--- config.mk ---
export PLATFORM = sky130hd
export DESIGN_NAME = led_pattern_gen
export DESIGN_NICKNAME = d
export VERILOG_FILES = /design/src/rtl/led_pattern_pkg.sv /design/src/rtl/led_step_prescaler.sv /design/src/rtl/led_pattern_gen.sv
export SDC_FILE = /design/constraint.sdc
export NUM_CORES = 1
export LEC_CHECK = 0
export ABC_CLOCK_PERIOD_IN_PS = 3300
export BUFFER_PORTS_ARGS = -buffer_cell sky130_fd_sc_hd__buf_4
export CAP_MARGIN = 10
export CELL_PAD_IN_SITES_DETAIL_PLACEMENT = 1
export CELL_PAD_IN_SITES_GLOBAL_PLACEMENT = 2
export CORE_UTILIZATION = 30
export CTS_BUF_LIST = sky130_fd_sc_hd__clkbuf_4 sky130_fd_sc_hd__clkbuf_8
export DETAILED_ROUTE_END_ITERATION = 10
export HOLD_SLACK_MARGIN = 0.05
export PLACE_DENSITY_LB_ADDON = 0.08
export SYNTH_ARGS = -nofsm -noshare
export SYNTH_HDL_FRONTEND = slang
export SYNTH_SLANG_ARGS = --single-unit
--- constraint.sdc ---
create_clock -name clk_50mhz -period 3.3 [get_ports clk_50mhz]
set_input_delay 0.165 -clock clk_50mhz [delete_from_list [all_inputs] [get_ports clk_50mhz]]
set_output_delay 0.165 -clock clk_50mhz [all_outputs]
set_load 0.005 [all_outputs]
--- src/rtl/led_pattern_pkg.sv ---
// Shared types for the LED pattern generator: pattern select, scan/breathe direction, PWM width.
package led_pattern_pkg;

  typedef enum logic [1:0] {
    MODE_COUNT   = 2'd0,
    MODE_SCAN    = 2'd1,
    MODE_BREATHE = 2'd2,
    MODE_OFF     = 2'd3
  } mode_t;

  typedef enum logic {
    DIR_UP   = 1'b0,
    DIR_DOWN = 1'b1
  } dir_t;

  localparam int PWM_WIDTH = 8;
  localparam logic [PWM_WIDTH-1:0] PWM_MAX = '1;

endpackage

--- src/rtl/led_step_prescaler.sv ---
// Step prescaler: counts 0..STEP_CYCLES-1 and emits a registered one-cycle step_tick on each wrap.
// clear and reset restart the count from zero; pause holds the count and suppresses ticks.
module led_step_prescaler #(
  parameter int STEP_CYCLES = 3125000
) (
  input  logic clk_50mhz,
  input  logic rst_50mhz,
  input  logic clear,
  input  logic pause,
  output logic step_tick
);

  localparam int CW = $clog2(STEP_CYCLES);
  localparam logic [CW-1:0] LAST = CW'(STEP_CYCLES - 1);

  logic [CW-1:0] cnt;

  always_ff @(posedge clk_50mhz) begin
    if (rst_50mhz || clear) begin
      cnt       <= '0;
      step_tick <= 1'b0;
    end else if (pause) begin
      step_tick <= 1'b0;
    end else if (cnt == LAST) begin
      cnt       <= '0;
      step_tick <= 1'b1;
    end else begin
      cnt       <= cnt + 1'b1;
      step_tick <= 1'b0;
    end
  end

endmodule

--- src/rtl/led_pattern_gen.sv ---
// LED pattern generator: count / scan / breathe / off patterns advanced by a step prescaler.
// Define LED_PATTERN_PWM_EN to build the PWM breathe engine; otherwise breathe is steady all-on.
module led_pattern_gen
  import led_pattern_pkg::*;
#(
  parameter int NUM_LEDS    = 8,
  parameter int STEP_CYCLES = 3125000,
  parameter int ACTIVE_LOW  = 1
) (
  input  logic                clk_50mhz,
  input  logic                rst_50mhz,
  input  mode_t               mode,
  input  logic                pause,
  output logic [NUM_LEDS-1:0] led,
  output logic [NUM_LEDS-1:0] pattern,
  output logic                step_tick
);

  localparam int POS_W = $clog2(NUM_LEDS);
  localparam logic [POS_W-1:0] POS_LAST = POS_W'(NUM_LEDS - 1);

  mode_t               mode_q;
  logic                mode_chg;
  logic                advance;
  logic [NUM_LEDS-1:0] count_q, count_d;
  logic [POS_W-1:0]    pos_q, pos_d;
  dir_t                dir_q, dir_d;
  logic [NUM_LEDS-1:0] pattern_d;

`ifdef LED_PATTERN_PWM_EN
  logic [PWM_WIDTH-1:0] pwm_cnt;
  logic [PWM_WIDTH-1:0] duty_q, duty_d;
  dir_t                 duty_dir_q, duty_dir_d;
`endif

  // A mode change restarts the step period so every pattern begins from its reset state.
  assign mode_chg = (mode != mode_q);
  assign advance  = step_tick & ~pause;

  led_step_prescaler #(
    .STEP_CYCLES(STEP_CYCLES)
  ) u_prescaler (
    .clk_50mhz(clk_50mhz),
    .rst_50mhz(rst_50mhz),
    .clear    (mode_chg),
    .pause    (pause),
    .step_tick(step_tick)
  );

  always_ff @(posedge clk_50mhz) begin
    if (rst_50mhz) begin
      mode_q  <= MODE_OFF;
      count_q <= '0;
      pos_q   <= '0;
      dir_q   <= DIR_UP;
      pattern <= '0;
      led     <= (ACTIVE_LOW != 0) ? '1 : '0;
    end else begin
      mode_q  <= mode;
      count_q <= count_d;
      pos_q   <= pos_d;
      dir_q   <= dir_d;
      pattern <= pattern_d;
      led     <= (ACTIVE_LOW != 0) ? ~pattern_d : pattern_d;
    end
  end

`ifdef LED_PATTERN_PWM_EN
  always_ff @(posedge clk_50mhz) begin
    if (rst_50mhz) begin
      pwm_cnt    <= '0;
      duty_q     <= '0;
      duty_dir_q <= DIR_UP;
    end else begin
      pwm_cnt    <= pwm_cnt + 1'b1;
      duty_q     <= duty_d;
      duty_dir_q <= duty_dir_d;
    end
  end
`endif

  always_comb begin
    count_d = count_q;
    pos_d   = pos_q;
    dir_d   = dir_q;
`ifdef LED_PATTERN_PWM_EN
    duty_d     = duty_q;
    duty_dir_d = duty_dir_q;
`endif
    if (mode_chg) begin
      count_d = '0;
      pos_d   = '0;
      dir_d   = DIR_UP;
`ifdef LED_PATTERN_PWM_EN
      duty_d     = '0;
      duty_dir_d = DIR_UP;
`endif
    end else if (advance) begin
      case (mode_q)
        MODE_COUNT: count_d = count_q + 1'b1;
        MODE_SCAN: begin
          // Turn around at the ends so each end LED is lit for exactly one step.
          if (dir_q == DIR_UP) begin
            if (pos_q == POS_LAST) begin
              pos_d = POS_LAST - 1'b1;
              dir_d = DIR_DOWN;
            end else begin
              pos_d = pos_q + 1'b1;
            end
          end else begin
            if (pos_q == '0) begin
              pos_d = POS_W'(1);
              dir_d = DIR_UP;
            end else begin
              pos_d = pos_q - 1'b1;
            end
          end
        end
`ifdef LED_PATTERN_PWM_EN
        MODE_BREATHE: begin
          if (duty_dir_q == DIR_UP) begin
            if (duty_q == PWM_MAX) begin
              duty_d     = PWM_MAX - 1'b1;
              duty_dir_d = DIR_DOWN;
            end else begin
              duty_d = duty_q + 1'b1;
            end
          end else begin
            if (duty_q == '0) begin
              duty_d     = PWM_WIDTH'(1);
              duty_dir_d = DIR_UP;
            end else begin
              duty_d = duty_q - 1'b1;
            end
          end
        end
`endif
        default: ;
      endcase
    end
  end

  // Decoded from the incoming mode so a new mode shows its cleared state on the first cycle.
  always_comb begin
    pattern_d = '0;
    case (mode)
      MODE_COUNT: pattern_d = count_d;
      MODE_SCAN:  pattern_d = NUM_LEDS'(1) << pos_d;
`ifdef LED_PATTERN_PWM_EN
      MODE_BREATHE: pattern_d = (pwm_cnt < duty_d) ? '1 : '0;
`else
      MODE_BREATHE: pattern_d = '1;
`endif
      default: pattern_d = '0;
    endcase
  end

endmodule

# Word level (Yosys, flattened, before mapping)
# Cells that the tools add are included.
word_totals:
  register_bits: 53
  latchBits: 0
  out_inout_bits: 17
  n_memories: 0
  elab_cells: 44
  in_bits: 5
  romBits: 0
  ramBits: 0
op_classes:
  mux: 15
  n_eq_ne: 6
  n_lt_le_gt_ge: 0
  n_bitwise: 3
  n_reduce_logical: 7
  addsub: 4
  div: 0
  shifts: 1
  mul: 0
op_table:
  columns: ["op", "count"]
  rows:
  - ["2-to-1 mux 8 bit", 3]
  - ["one-hot mux 8 bit (3 select lines)", 1]
  - ["adder 22 x 1 -> 22 bit, second input constant", 1]
  - ["== test 22 bit, second input constant", 1]
  - ["2-to-1 mux 22 bit", 1]
  - ["2-to-1 mux 3 bit", 6]
  - ["adder 8 x 1 -> 8 bit, second input constant", 1]
  - ["NOT 8 bit", 1]
  - ["left shift 1 x 3 -> 8 bit, first input constant", 1]
  - ["== test 2 x 1 -> 1 bit, second input constant", 2]
  - ["zero test 2 bit", 2]
  - ["2-to-1 mux 1 bit", 4]
  - ["OR reduction 2 bit", 2]
  - ["adder 3 x 1 -> 3 bit, second input constant", 1]
  - ["== test 3 bit, second input constant", 1]
  - ["zero test 3 bit", 1]
  - ["subtractor 3 x 1 -> 3 bit, second input constant", 1]
  - ["== test 2 bit, second input constant", 1]
  - ["!= test 2 bit", 1]
  - ["AND reduction 2 bit", 1]
  - ["bitwise AND 1 bit", 1]
  - ["logical OR 1 bit", 1]
  - ["NOT 1 bit", 1]

# Longest topological paths before layout
logic_depth:
  ltp_word: 9
  ltp_mapped: 8
  ltp_nobuf: 7

# Modules after synthesis
# Synthesis repeated with hierarchy kept, for this count alone.
unflattened:
  cells_unflattened: 287
  area_unflattened_um2: 2556.2
modules_own_cells:
  columns: ["module", "area_each_um2", "seq_area_each_um2", "cells_each", "instances"]
  rows:
  - ["led_pattern_gen", 1400.1, 600.6, 152, 1]
  - ["led_step_prescaler", 1156.1, 460.4, 135, 1]

# Least setup slack after synthesis
# Ideal clock, no wire load.
synth_timing:
  kind: "register to register"
  startpoint: "register pos_q[0]"
  endpoint: "register led[3]"
  path_stages_with_launch: 9
  n_path_buf: 1
  setup_ps: 122
  synth_period_minus_slack_ps: 2000
  slack_ps: 1300
  arrival_ps: 1879
  t_required_ps: 3178
  cell_sequence: "dfxtp_1 -> inv_1 -> ha_1 -> mux2i_1 -> a21oi_1 -> nor2_2 -> or4_4 -> buf_6 -> o32a_1"
synth_between:
  elab_chain_len: 9
  word_cells_on_any_way: 13
  classes_between: "add/sub: 2; eq/ne: 1; shift: 1; mux: 7; bitwise: 1; reduce/logical: 1"
synth_rtl:
  columns: ["item", "line_no", "rtl"]
  rows:
  - ["from (decl)", "led_pattern_gen.sv:26", "logic [POS_W-1:0] pos_q, pos_d;"]
  - ["from (signal assigned)", "led_pattern_gen.sv:61", "pos_q <= pos_d;"]
  - ["adder 3 x 1 -> 3 bit, or another cell as far along", "led_pattern_gen.sv:108", "pos_d = pos_q + 1'b1;"]
  - ["2-to-1 mux 3 bit (on tied branches)", "led_pattern_gen.sv:104, led_pattern_gen.sv:111", null]
  - ["2-to-1 mux 3 bit", "led_pattern_gen.sv:103", "if (dir_q == DIR_UP) begin"]
  - ["2-to-1 mux 3 bit", "led_pattern_gen.sv:99", "case (mode_q)"]
  - ["2-to-1 mux 3 bit (*)", "led_pattern_gen.sv:98", "end else if (advance) begin"]
  - ["2-to-1 mux 3 bit (*)", "led_pattern_gen.sv:90", "if (mode_chg) begin"]
  - ["left shift 1 x 3 -> 8 bit (*)", "led_pattern_gen.sv:148", "MODE_SCAN: pattern_d = NUM_LEDS'(1) << pos_d;"]
  - ["one-hot mux 8 bit (3 select lines) (*)", "led_pattern_gen.sv:146", "case (mode)"]
  - ["NOT 8 bit (*)", "led_pattern_gen.sv:64", "led <= (ACTIVE_LOW != 0) ? ~pattern_d : pattern_d;"]
  - ["to (signal assigned)", "led_pattern_gen.sv:57", "led <= (ACTIVE_LOW != 0) ? '1 : '0;"]
  - ["to (signal assigned)", "led_pattern_gen.sv:64", null]
  - ["to (decl)", "led_pattern_gen.sv:14", "output logic [NUM_LEDS-1:0] led,"]
# Every way passes the cells marked *; elsewhere a longest branch is shown, timed or not.
# A chain may end at the register's enable or synchronous reset.

# Worst setup path after layout
layout_timing:
  startpoint: "register pos_q[1]"
  endpoint: "register led[3]"
# The elaborated chain is that of the path after synthesis.

==> results.md <==
- The flow ran to the end, and the final reports show no timing, DRC or antenna violations.
- The final routed DRC violation total is 0.
- The detailed router finished its first iteration with 59 violations.
- Counting the buffers created by CTS gives 5.
- In the post-synthesis netlist, the cell with the most instances is sky130_fd_sc_hd__dfxtp_1.
- After synthesis, the cell types taking the most area are sky130_fd_sc_hd__dfxtp_1 45%, sky130_fd_sc_hd__xor2_1 7.1%, sky130_fd_sc_hd__nor2_1 6.9%, sky130_fd_sc_hd__xnor2_1 4.1%, sky130_fd_sc_hd__nand2_1 2.9%.
- The combined global-route utilization of all metal layers is 13.2%.
- The die covers 0.00820 mm².
- The wire-length estimate of the detail-placed layout is 3.76 mm.
- By area, the combinational part of the netlist is dominated by simple AND/OR/NAND/NOR gates.
- The starting density of the core is 31.8%.
- The count of input and output buffers is 21.
- The highest-delay cell along the critical path is sky130_fd_sc_hd__or4_4.
- Static timing analysis puts the maximum clock frequency at 470 MHz.
- Of all cell types, the one taking the most synthesized area is sky130_fd_sc_hd__dfxtp_1.
- The buffer type at the clock tree root is sky130_fd_sc_hd__clkbuf_8.
- The clock passes through at most 2 buffers.
- The source of the worst hold timing path is mode[1].
- The finished layout holds 365 standard cells, fillers aside.
- The power density over cell area is 439 mW/mm².
- The maximum number of pins on one net before global-route repair is 23.
- The sequential-to-total area share from yosys stat is 45.1%.
- Setup violations remaining at the end of the flow were counted as 0.
- The total count of max-transition violations in the final report is 0.
- The most frequently used flop master after synthesis is sky130_fd_sc_hd__dfxtp_1.
- The clock skew after layout is 5.72 ps.
- Once placement completed, the tool counted placed cells totaling 356.
- The critical path in this run is classified as flip-flop to flip-flop.
- The timing startpoint of the critical path is pos_q[1]$_SDFF_PP0_.
- Clock latency on the worst-skew pair, taken at its later pin, is 300 ps.
- For this run, the share of the core covered by cells in the final layout is 36.2%.
- The start of the worst register-to-register path is pos_q[1]$_SDFF_PP0_.
- The worst path uses 64.4% of the clock period.
- Cells with a size suffix above 1 make up 16.5% of the layout.
- The synthesized netlist cell count is 247.
- The total overflow left after global routing is 0.
- The post-route setup TNS is 0 ps.
- The floorplan die height is 90.6 µm.
- The delay of the slowest cell on the worst path is 580 ps.
- Clock-pin slew was measured on the worst setup and hold paths at 100 ps.
- At the end of the flow, the number of nets in the layout was 275.
- 22 I/O pins were placed.
- The data arrival time of the worst path is 2320 ps.
- The share of synthesized area in the top cell type comes to 45.1%.
- In the final routed layout, each cell accounts on average for 13.9 µm.
- The number of global-route vias before repair was 1666.
- The synthesized design contains 0 enable-type register cells.
- The routed design could run at a clock period as short as 2130 ps.
- Once detail routing completed, the nets flagged for antenna violations numbered 0.
- The area of the core is 0.00741 mm².
- The kind of end point of the critical path is a flip-flop.
- The minimum setup slack in the final design is 1170 ps.
- Setup repair after global routing left no endpoint under its margin.
- The peak supply drop is 149 µV.
- The XOR/XNOR share of the synthesized area is 11.2%.
- The number of distinct library cell variants in the gate-level netlist after synthesis is 52.
- For the pin with the worst max-slew slack, the measured transition is 623 ps.
- Relative to the synthesized area, the layout overhead comes to 14.0%.
- The die width is 90.6 µm.
- The number of antenna violations at the first check in global routing is 0.
- The number of warnings printed during yosys synthesis is 0.
- The tool flagged a number of max-cap violations equal to 0.
- By count the netlist is led by 53 x sky130_fd_sc_hd__dfxtp_1, 43 x sky130_fd_sc_hd__nor2_1, 19 x sky130_fd_sc_hd__xor2_1.
- The critical path goes through inv_1 > ha_1 > mux2i_1 > a21oi_1 > nor2_2 > or4_4 > o32a_1.
- The element type at the critical path start is a flip-flop.
- The relative slew slack is 58.4%.
- Summing the areas of all compound-gate instances in the mapped netlist gives 10.7% of the synthesized area.
- The number of endpoints with negative hold slack in the final report came to 0.
- Multiplexer cells account for 1.28% of the synthesized area.
- The worst hold path depth is 3.
- The first-pass GRT wire length is 8.67 mm.
- After Yosys synthesis, and, or, nand and nor cells account for 25.0% of the synthesized area.
- Along the worst path, the maximum fanout reaches 8.
- The aggregate routed wire length is 5.07 mm.
- The routed layout has 1758 vias.
- The clock tree from TritonCTS is built.
- The number of cell rows is 31.
- The area of the mapped netlist is 0.00235 mm².
- 0 antenna diodes ended up in the layout.
- The post-layout instance area is 0.00268 mm².
- Dividing the detail-routed via count by the number of cells gives 4.82.
- The detailed-router iteration count before antenna repair is 4.
- At the end of routability-driven placement, the weighted congestion stood at 0.716.
- The required arrival time at the worst endpoint is 3500 ps.
- The adder-cell share of the synthesized area is 2.66%.
- At the placement stage, the worst setup path has a slack of 1180 ps.
- The average instance in the mapped netlist occupies 9.53 µm².
- The number of cells traversed by the worst register-to-register path is 7.
- In this run the number of H-tree levels came out at 2.
- The cell area reported after detailed placement is 0.00255 mm².
- The register bit count reported by yosys is 53.
- For this run, asynchronously set or reset flops after synthesis account for 0%.
- The number of clock sinks is 53.
- The post-synth net total is 257.
- In this run the worst hold path is classified as input port to flip-flop.
- In this run the static leakage power is 0.953 nW.
- The number of gates resized after CTS was 0.
==> state kept, by name, indices dropped and copies added (netlist names) <==
| signal | flops |
|---|---|
| count_q | 8 |
| dir_q | 1 |
| led | 8 |
| mode_q | 2 |
| pattern | 8 |
| pos_q | 3 |
| u_prescaler.cnt | 22 |
| u_prescaler.step_tick | 1 |
==> layout make-up <==
class                   instances  area [µm²]
flip-flops and latches         53        1060
clock inverters                 1        30.0
multi-input cells             179        1200
repair buffers                 22         168
well taps                      99         124
clock buffers                   7        90.1
fillers                       855        4720
inverters                       4        15.0
==> kinds of logic (layout without fill, tap and decap cells) <==
kind of cell,Yosys count,in the layout
compound gates,29,29
xor+xnor,30,30
fa+ha+maj,5,5
buf+inv,15,34
flops,53,53
mux,3,3
simple gates,112,112
==> worst max-delay path: cells and delay by family, from the launching register on <==
| kind | cells | cell delay (ps) |
|---|---|---|
| compound gates | 2 | 530 |
| fa+ha+maj | 1 | 240 |
| mux | 1 | 130 |
| simple gates | 2 | 660 |
| buf+inv | 1 | 70 |
| flops | 1 | 380 |
==> metrics by stage <==
| step | hold WS (ps) | power [mW] |
|---|---|---|
| floorplan | 237 | 0.704 |
| global placement | 375 | 0.728 |
| detailed placement | 383 | 0.728 |
| CTS | 139 | 1.20 |
| global route | 162 | 1.24 |
| finish | 144 | 1.18 |
==> power by group <==
group / leakage, nW / switching, mW / internal (mW) / total (mW)
clock network: 0.0619 / 0.210 / 0.256 / 0.466
logic: 0.461 / 0.0322 / 0.0266 / 0.0588
registers: 0.430 / 0.00440 / 0.650 / 0.654
total: 0.953 / 0.247 / 0.932 / 1.18
==> what timing repair did <==
action / 4_1_cts / 5_1_grt
hold buffers: 1 / 0
buffers inserted: 0 / 0
endpoints found under the hold margin: 1 / 0
==> layer usage <==
layer / global-route usage, % / wire length (µm)
met1: 19.5 / 2730
met2: 18.9 / 2150
met5: 0 / 0
met4: 4.03 / 65
met3: 2.78 / 115
==> final timing paths <==
check	endpoint	slack, ps
worst max register to register	led[3]$_SDFF_PP1_	1170
worst min register to register	u_prescaler.cnt[9]$_SDFFE_PP0N_	520
worst max-delay path	led[3]$_SDFF_PP1_	1170
worst min-delay path	mode_q[1]$_SDFF_PP1_	140
==> layout by cell type (no fill, tap or decap), types with 4 or more instances in the layout <==
cell type and instances:
sky130_fd_sc_hd__dfxtp_1 53, sky130_fd_sc_hd__nor2_1 43, sky130_fd_sc_hd__buf_4 21, sky130_fd_sc_hd__xor2_1 19, sky130_fd_sc_hd__nand2_1 18, sky130_fd_sc_hd__xnor2_1 11, sky130_fd_sc_hd__nand3_1 10, sky130_fd_sc_hd__clkbuf_8 6
sky130_fd_sc_hd__o221ai_1 5, sky130_fd_sc_hd__nand4_1 5, sky130_fd_sc_hd__ha_1 5, sky130_fd_sc_hd__a21oi_1 4, sky130_fd_sc_hd__nor3_1 4, sky130_fd_sc_hd__o221a_2 4
(Power assumes the default switching activity.)
